<file path="config.mk">
export PLATFORM = sky130hd
export DESIGN_NAME = instr_exec_unit
export DESIGN_NICKNAME = d
export VERILOG_FILES = /design/src/rtl/instr_register_pkg.sv /design/src/rtl/instr_div_seq.sv /design/src/rtl/instr_exec_unit.sv
export SDC_FILE = /design/constraint.sdc
export NUM_CORES = 2
export LEC_CHECK = 0
export ABC_AREA = 1
export BUFFER_PORTS_ARGS = -buffer_cell sky130_fd_sc_hd__buf_4
export CORE_MARGIN = 5
export CORE_UTILIZATION = 55
export CTS_BUF_LIST = sky130_fd_sc_hd__clkbuf_8 sky130_fd_sc_hd__clkbuf_16
export CTS_CLUSTER_DIAMETER = 100
export CTS_CLUSTER_SIZE = 16
export DETAILED_ROUTE_END_ITERATION = 7
export PLACE_DENSITY_LB_ADDON = 0.15
export REMOVE_ABC_BUFFERS = 1
export SLEW_MARGIN = 20
export SYNTH_ARGS = -nofsm -noshare
export SYNTH_HDL_FRONTEND = slang
export SYNTH_SLANG_ARGS = --single-unit
</file>
<file path="constraint.sdc">
create_clock -name clk -period 7.95 [get_ports clk]
set_input_delay 0.3975 -clock clk [delete_from_list [all_inputs] [get_ports clk]]
set_output_delay 0.3975 -clock clk [all_outputs]
set_load 0.05 [all_outputs]
</file>
<file path="src/rtl/instr_register_pkg.sv">
// Shared types for the instruction register and its execution unit.
// Holds the opcode/operand/instruction encodings, FSM states and sizing constants.
package instr_register_pkg;

    localparam int NUM_REGS  = 32;
    localparam int DIV_ITERS = 32;

    typedef enum logic [3:0] {
        ZERO  = 4'd0,
        PASSA = 4'd1,
        PASSB = 4'd2,
        ADD   = 4'd3,
        SUB   = 4'd4,
        MULT  = 4'd5,
        DIV   = 4'd6,
        MOD   = 4'd7
    } opcode_t;

    typedef logic signed [31:0] operand_t;
    typedef logic signed [63:0] result_t;
    typedef logic        [4:0]  address_t;
    typedef logic        [5:0]  count_t;

    typedef struct packed {
        opcode_t  opc;
        operand_t op_a;
        operand_t op_b;
    } instruction_t;

    // DIVIDE is the divider wait state; the name DIV is taken by the opcode.
    typedef enum logic [2:0] {
        IDLE   = 3'd0,
        FETCH  = 3'd1,
        EXEC   = 3'd2,
        DIVIDE = 3'd3,
        WRITE  = 3'd4,
        DONE   = 3'd5
    } exec_state_t;

endpackage

</file>
<file path="src/rtl/instr_div_seq.sv">
// Unsigned restoring divider, one quotient bit per cycle; done pulses DIV_ITERS cycles after load.
// quotient/remainder show the post-step values and are final in the cycle done is high.
module instr_div_seq
    import instr_register_pkg::*;
(
    input  logic        clk,
    input  logic        reset,
    input  logic        load,
    input  logic [31:0] dividend,
    input  logic [31:0] divisor,
    output logic        done,
    output logic [31:0] quotient,
    output logic [31:0] remainder
);

    logic [31:0] quo_q;
    logic [31:0] rem_q;
    logic [31:0] div_q;
    count_t      iter_q;
    logic        running_q;
    logic [32:0] shifted;
    logic [32:0] diff;
    logic        fits;

    always_comb begin
        shifted   = {rem_q, quo_q[31]};
        diff      = shifted - {1'b0, div_q};
        fits      = (shifted >= {1'b0, div_q});
        remainder = fits ? diff[31:0] : shifted[31:0];
        quotient  = {quo_q[30:0], fits};
        done      = running_q && (iter_q == count_t'(DIV_ITERS - 1));
    end

    always_ff @(posedge clk) begin
        if (reset) begin
            quo_q     <= '0;
            rem_q     <= '0;
            div_q     <= '0;
            iter_q    <= '0;
            running_q <= 1'b0;
        end else if (load) begin
            quo_q     <= dividend;
            rem_q     <= '0;
            div_q     <= divisor;
            iter_q    <= '0;
            running_q <= 1'b1;
        end else if (running_q) begin
            quo_q  <= quotient;
            rem_q  <= remainder;
            iter_q <= iter_q + count_t'(1);
            if (done) begin
                running_q <= 1'b0;
            end
        end
    end

endmodule

</file>
<file path="src/rtl/instr_exec_unit.sv">
// Walks count entries from start_addr, executes each and writes the 64-bit result back.
// FETCH->res_valid is 2 cycles (34 for DIV/MOD); WRITE holds until res_ready, next FETCH follows.
module instr_exec_unit
    import instr_register_pkg::*;
(
    input  logic         clk,
    input  logic         reset,
    input  logic         start,
    input  address_t     start_addr,
    input  count_t       count,
    output address_t     read_pointer,
    input  instruction_t instruction_word,
    output logic         res_valid,
    input  logic         res_ready,
    output address_t     res_addr,
    output result_t      res_value,
    output logic         div_by_zero,
    output logic         illegal_op,
    output logic         busy,
    output logic         done
);

    exec_state_t  state;
    exec_state_t  next_state;
    address_t     ptr;
    count_t       remaining;
    instruction_t instr;

    logic        is_divop;
    logic        b_zero;
    logic        use_div;
    logic        illegal;
    logic        a_neg;
    logic        b_neg;
    logic [31:0] mag_a;
    logic [31:0] mag_b;
    logic        div_load;
    logic        div_done;
    logic [31:0] quo;
    logic [31:0] rem;
    result_t     a64;
    result_t     b64;
    result_t     alu_result;
    result_t     q64;
    result_t     r64;
    result_t     div_fixed;

    instr_div_seq u_div (
        .clk       (clk),
        .reset     (reset),
        .load      (div_load),
        .dividend  (mag_a),
        .divisor   (mag_b),
        .done      (div_done),
        .quotient  (quo),
        .remainder (rem)
    );

    always_comb begin
        a64      = result_t'(instr.op_a);
        b64      = result_t'(instr.op_b);
        is_divop = (instr.opc == DIV) || (instr.opc == MOD);
        b_zero   = (instr.op_b == '0);
        use_div  = is_divop && !b_zero;
        illegal  = instr.opc[3];
        a_neg    = instr.op_a[31];
        b_neg    = instr.op_b[31];
        mag_a    = a_neg ? (~instr.op_a + 32'd1) : instr.op_a;
        mag_b    = b_neg ? (~instr.op_b + 32'd1) : instr.op_b;
        // Magnitudes are zero-extended so -2^31 / -1 yields +2^31 without overflow.
        q64      = {32'd0, quo};
        r64      = {32'd0, rem};
        if (instr.opc == DIV) begin
            div_fixed = (a_neg ^ b_neg) ? -q64 : q64;
        end else begin
            div_fixed = a_neg ? -r64 : r64;
        end
        case (instr.opc)
            PASSA:   alu_result = a64;
            PASSB:   alu_result = b64;
            ADD:     alu_result = a64 + b64;
            SUB:     alu_result = a64 - b64;
            MULT:    alu_result = a64 * b64;
            default: alu_result = '0;
        endcase
    end

    always_ff @(posedge clk) begin
        if (reset) begin
            state <= IDLE;
        end else begin
            state <= next_state;
        end
    end

    always_comb begin
        next_state = state;
        case (state)
            IDLE:    if (start) next_state = (count == '0) ? DONE : FETCH;
            FETCH:   next_state = EXEC;
            EXEC:    next_state = use_div ? DIVIDE : WRITE;
            DIVIDE:  if (div_done) next_state = WRITE;
            WRITE:   if (res_ready) next_state = (remaining == count_t'(1)) ? DONE : FETCH;
            DONE:    next_state = IDLE;
            default: next_state = IDLE;
        endcase
    end

    always_comb begin
        busy         = (state != IDLE);
        done         = (state == DONE);
        res_valid    = (state == WRITE);
        div_load     = (state == EXEC) && use_div;
        read_pointer = ptr;
    end

    always_ff @(posedge clk) begin
        if (reset) begin
            ptr         <= '0;
            remaining   <= '0;
            instr       <= '0;
            res_addr    <= '0;
            res_value   <= '0;
            div_by_zero <= 1'b0;
            illegal_op  <= 1'b0;
        end else begin
            case (state)
                IDLE: begin
                    if (start) begin
                        ptr       <= start_addr;
                        remaining <= count;
                    end
                end
                FETCH: instr <= instruction_word;
                EXEC: begin
                    res_addr    <= ptr;
                    div_by_zero <= is_divop && b_zero;
                    illegal_op  <= illegal;
                    if (!use_div) begin
                        res_value <= alu_result;
                    end
                end
                DIVIDE: begin
                    if (div_done) begin
                        res_value <= div_fixed;
                    end
                end
                WRITE: begin
                    if (res_ready) begin
                        ptr       <= ptr + address_t'(1);
                        remaining <= remaining - count_t'(1);
                    end
                end
                default: ;
            endcase
        end
    end

endmodule

</file>
==> impl_metrics.ini <==
[pwr]
combPwrFrac_pct = 88.7
clkPwrFrac_pct = 4.9
power_leakage_nw = 36.01
totalPowerFinal_mw = 27.05
switchingPower_mw = 16.27
power.density_nw_per_um2 = 417.3
ir_worst_vdd_uv = 775.0
p_sw_share_pct = 60.14
internal_power_mw = 10.78
power_frac_seq_pct = 6.4

[cts]
clock-sinks = 256
clock_latency_ps = 660
cts_tree = done
cts_max_path_buffers = 3
cts_buffers = 26
clockRootBuffer = clkbuf_16
path_clk_slew_ps = 90
htreeDepth = 1

[place]
postPlaceCellArea_um2 = 62900
dp_hpwl_mm = 182.8
gp_congestion = 1.021
portBuffers = 161

[floorplanning]
die_y_um = 336.2
coreArea_um2 = 105400
dieWidth_um = 336.2
top_level_ports = 162
start_util_pct = 55.52
dieArea_um2 = 113000
floorplan.rows = 119

[grt]
grt-ovfl-total = 0
grt_pass1_vias = 54395
gr-usage-all-layers_pct = 39.68
antenna_found_initial = 3
grt_max_degree = 87
grt_pass1_wl_mm = 338.5

[final_layout]
multi_input_area_um2 = 44810
final_area_um2 = 64820
regArea_um2 = 5160
areaGrowthSynthToFinish_pct = 10.76
nets = 9670
fillers = 9752
drive_gt1_share_pct = 10.16
fin_util_pct = 61.49

[sta]
slew_headroom_pct = 21.41
rsz0062_at_grt = true
holdWs_ps = 23.37
tightest_slew_ps = 1179
slew_viol_final = 0
setup-tns-final_ps = 0
max_freq_ghz = 0.1273
finClkSkew_ps = 44.54
min_period_ps = 7855
setup_violations = 0
period_share_pct = 98.81
hold_viol = 0

[synthesis]
ys_ff_latch = 256
synthCells = 8095
synthFlopType = dfxtp_1
synth_area_per_cell_um2 = 7.229
ys_seq_area_share_pct = 8.757
synthDistinctLibCells = 66
synth_edf_count = 0
async_reset_ff_share_pct = 0
syn_area_um2 = 58520
synth_warnings = 0

[detailed_routing]
routed_wl_mm = 227.7
vias_per_cell = 5.747
drt-initial-drc-count = 6075
antenna_left = 0
first_pass_iters = 6
vias = 55260
drc = 0
routed_wire_length_per_instance_um = 23.68

[critical_path]
path_delay_family = adder cells
worst-path-buf-inv = 7
critPathCaptureType = flop
cp-start-kind = flop
crit_arrival_ps = 8400
crit_fanout = 15
cpMostUsedCell = fa_1
worstSetupPathType = reg2reg
required_ps = 8490
max_stage_delay_ps = 660
crit_slowest_cell = fa_2

[status]
outcome = completed

[min_path]
hold_path.class = in2reg

[run]
max_cap_violations = 0
## synthesized netlist by cell type (all sizes together), types with 2 or more instances
cell	count	area [um2]
ha	291	3641
o21bai	15	112.6
a21o	19	142.6
o2111a	2	22.52
o221ai	12	105.1
and3	3	18.77
inv	1998	7502
xor2	73	639.4
nand3	245	1264
o21a	18	135.1
nor3b	2	15.01
a221oi	9	78.83
a22oi	2	15.01
a2111oi	2	17.52
nor2	454	1779
dfxtp	256	5125
clkbuf	358	1344
or2	35	219.0
o21ai	462	2323
buf	52	305.3
o311ai	3	26.28
a21boi	7	52.55
nor4	19	125.1
fa	1085	21720
clkinv	9	33.78
a31oi	34	212.7
nand3b	20	150.1
o2111ai	8	70.07
xnor2	20	175.2
a21oi	545	2818
o211ai	21	157.7
nand2	1831	7015
o31ai	8	60.06
nor3	61	336.6
o22ai	33	206.5
nand4	64	406.6
a211oi	10	75.07
## cell usage in the layout, fill, tap and decap left out, drive strengths merged, types with 12 or more instances in the layout
cell type  Yosys  layout
o211ai        21      21
ha           291     291
buf           52     489
clkbuf       358      32
nor2         454     454
nor4          19      19
nand2       1831    1831
nand4         64      64
inv         1998    2005
a21oi        545     545
o21a          18      18
o221ai        12      12
xor2          73      73
a31oi         34      34
nand3b        20      20
fa          1085    1085
o22ai         33      33
nor3          61      61
a21o          19      19
dfxtp        256     256
o21ai        462     462
nand3        245     245
clkinv         9      13
xnor2         20      20
or2           35      35
o21bai        15      15
## routing by layer
| metal | share of wire, % | vias up | GRT usage, % |
|---|---|---|---|
| li1 | - | 24455 | - |
| met1 | 39 | 27196 | 54.38 |
| met2 | 44 | 2979 | 61.78 |
| met3 | 11 | 630 | 7.285 |
| met4 | 6.0 | 0 | 18.09 |
| met5 | 0 | - | 0 |
## power by group through the flow
| stage | logic, mW | registers (mW) | clock network [mW] |
|---|---|---|---|
| 6_report | 24.0 | 1.74 | 1.32 |
| 5_1_grt | 26.0 | 1.75 | 1.38 |
| 4_1_cts | 22.1 | 1.72 | 1.34 |
| 3_5_place_dp | 21.8 | 1.75 | 0 |
| 3_3_place_gp | 21.5 | 1.74 | 0 |
| 2_1_floorplan | 12.7 | 2.45 | 0 |
## cell families after synthesis
kind of cell	share of synthesized area [%]
flip-flops	8.757
buffers and inverters	15.69
AND/OR/NAND/NOR	19.39
XOR/XNOR	1.392
adder cells (fa/ha/maj)	43.34
AO/OA/AOI/OAI	11.43
## registers in the layout, indices dropped and copies added (netlist names), 3 cells and up
signal,cells
u_div.rem_q,32
remaining,6
state,3
u_div.quo_q,32
instr,3
res_value,64
u_div.div_q,32
a64,32
b64,32
read_pointer,5
res_addr,5
u_div.iter_q,6
## area by class of cell
class	count	area share, %
clock inverter	13	0.2529
timing repair buffer	498	7.303
inverter	2007	11.65
sequential	256	7.961
clock buffer	26	1.004
tap	1391	2.685
antenna	2	0.007721
multi-input combinational	5422	69.14
## metrics by stage
stage / std cells / worst slack, ps
CTS: 9583 / 1.034
global route: 9615 / -77.59
global placement: 9537 / -633.2
finish: 9615 / 94.70
detailed placement: 9537 / -649.4
floorplan: 7685 / -984.0
## what timing repair did
item	4_1_cts	5_1_grt
endpoints found under the hold margin	3	0
pin swaps	4	36
resized for setup	25	186
setup endpoints to repair	19	36
gates cloned	0	6
buffers inserted	4	24
hold buffers	3	0
## final timing paths
kind / start / endpoint / slack [ps] / depth (start not counted)
setup / recovery: a64[28]$_SDFFE_PP0P_ / res_value[57]$_SDFFE_PP0P_ / 90 / 27
hold reg to reg: res_value[2]$_SDFFE_PP0P_ / res_value[2]$_SDFFE_PP0P_ / 480 / 2
hold / removal: instruction_word[27] / b64[27]$_SDFFE_PP0P_ / 20 / 3
setup reg to reg: a64[28]$_SDFFE_PP0P_ / res_value[57]$_SDFFE_PP0P_ / 90 / 27
## worst register-to-register path, stage by stage (launching register included)
cell,delay (ps)
dfxtp_1,430
buf_12,200
nand2_1,140
fa_1,460
fa_1,640
fa_1,540
fa_1,570
inv_1,50
fa_1,490
fa_2,660
fa_1,490
fa_1,500
ha_1,350
buf_4,120
nand2_1,120
nor2_2,220
inv_1,150
o21bai_2,250
a21oi_2,90
buf_4,160
buf_4,130
o211ai_1,250
buf_4,190
a21oi_1,60
o21ai_1,130
nand2_1,110
a21oi_2,180
a21oi_2,70
Power figures use the tool's default switching activity.
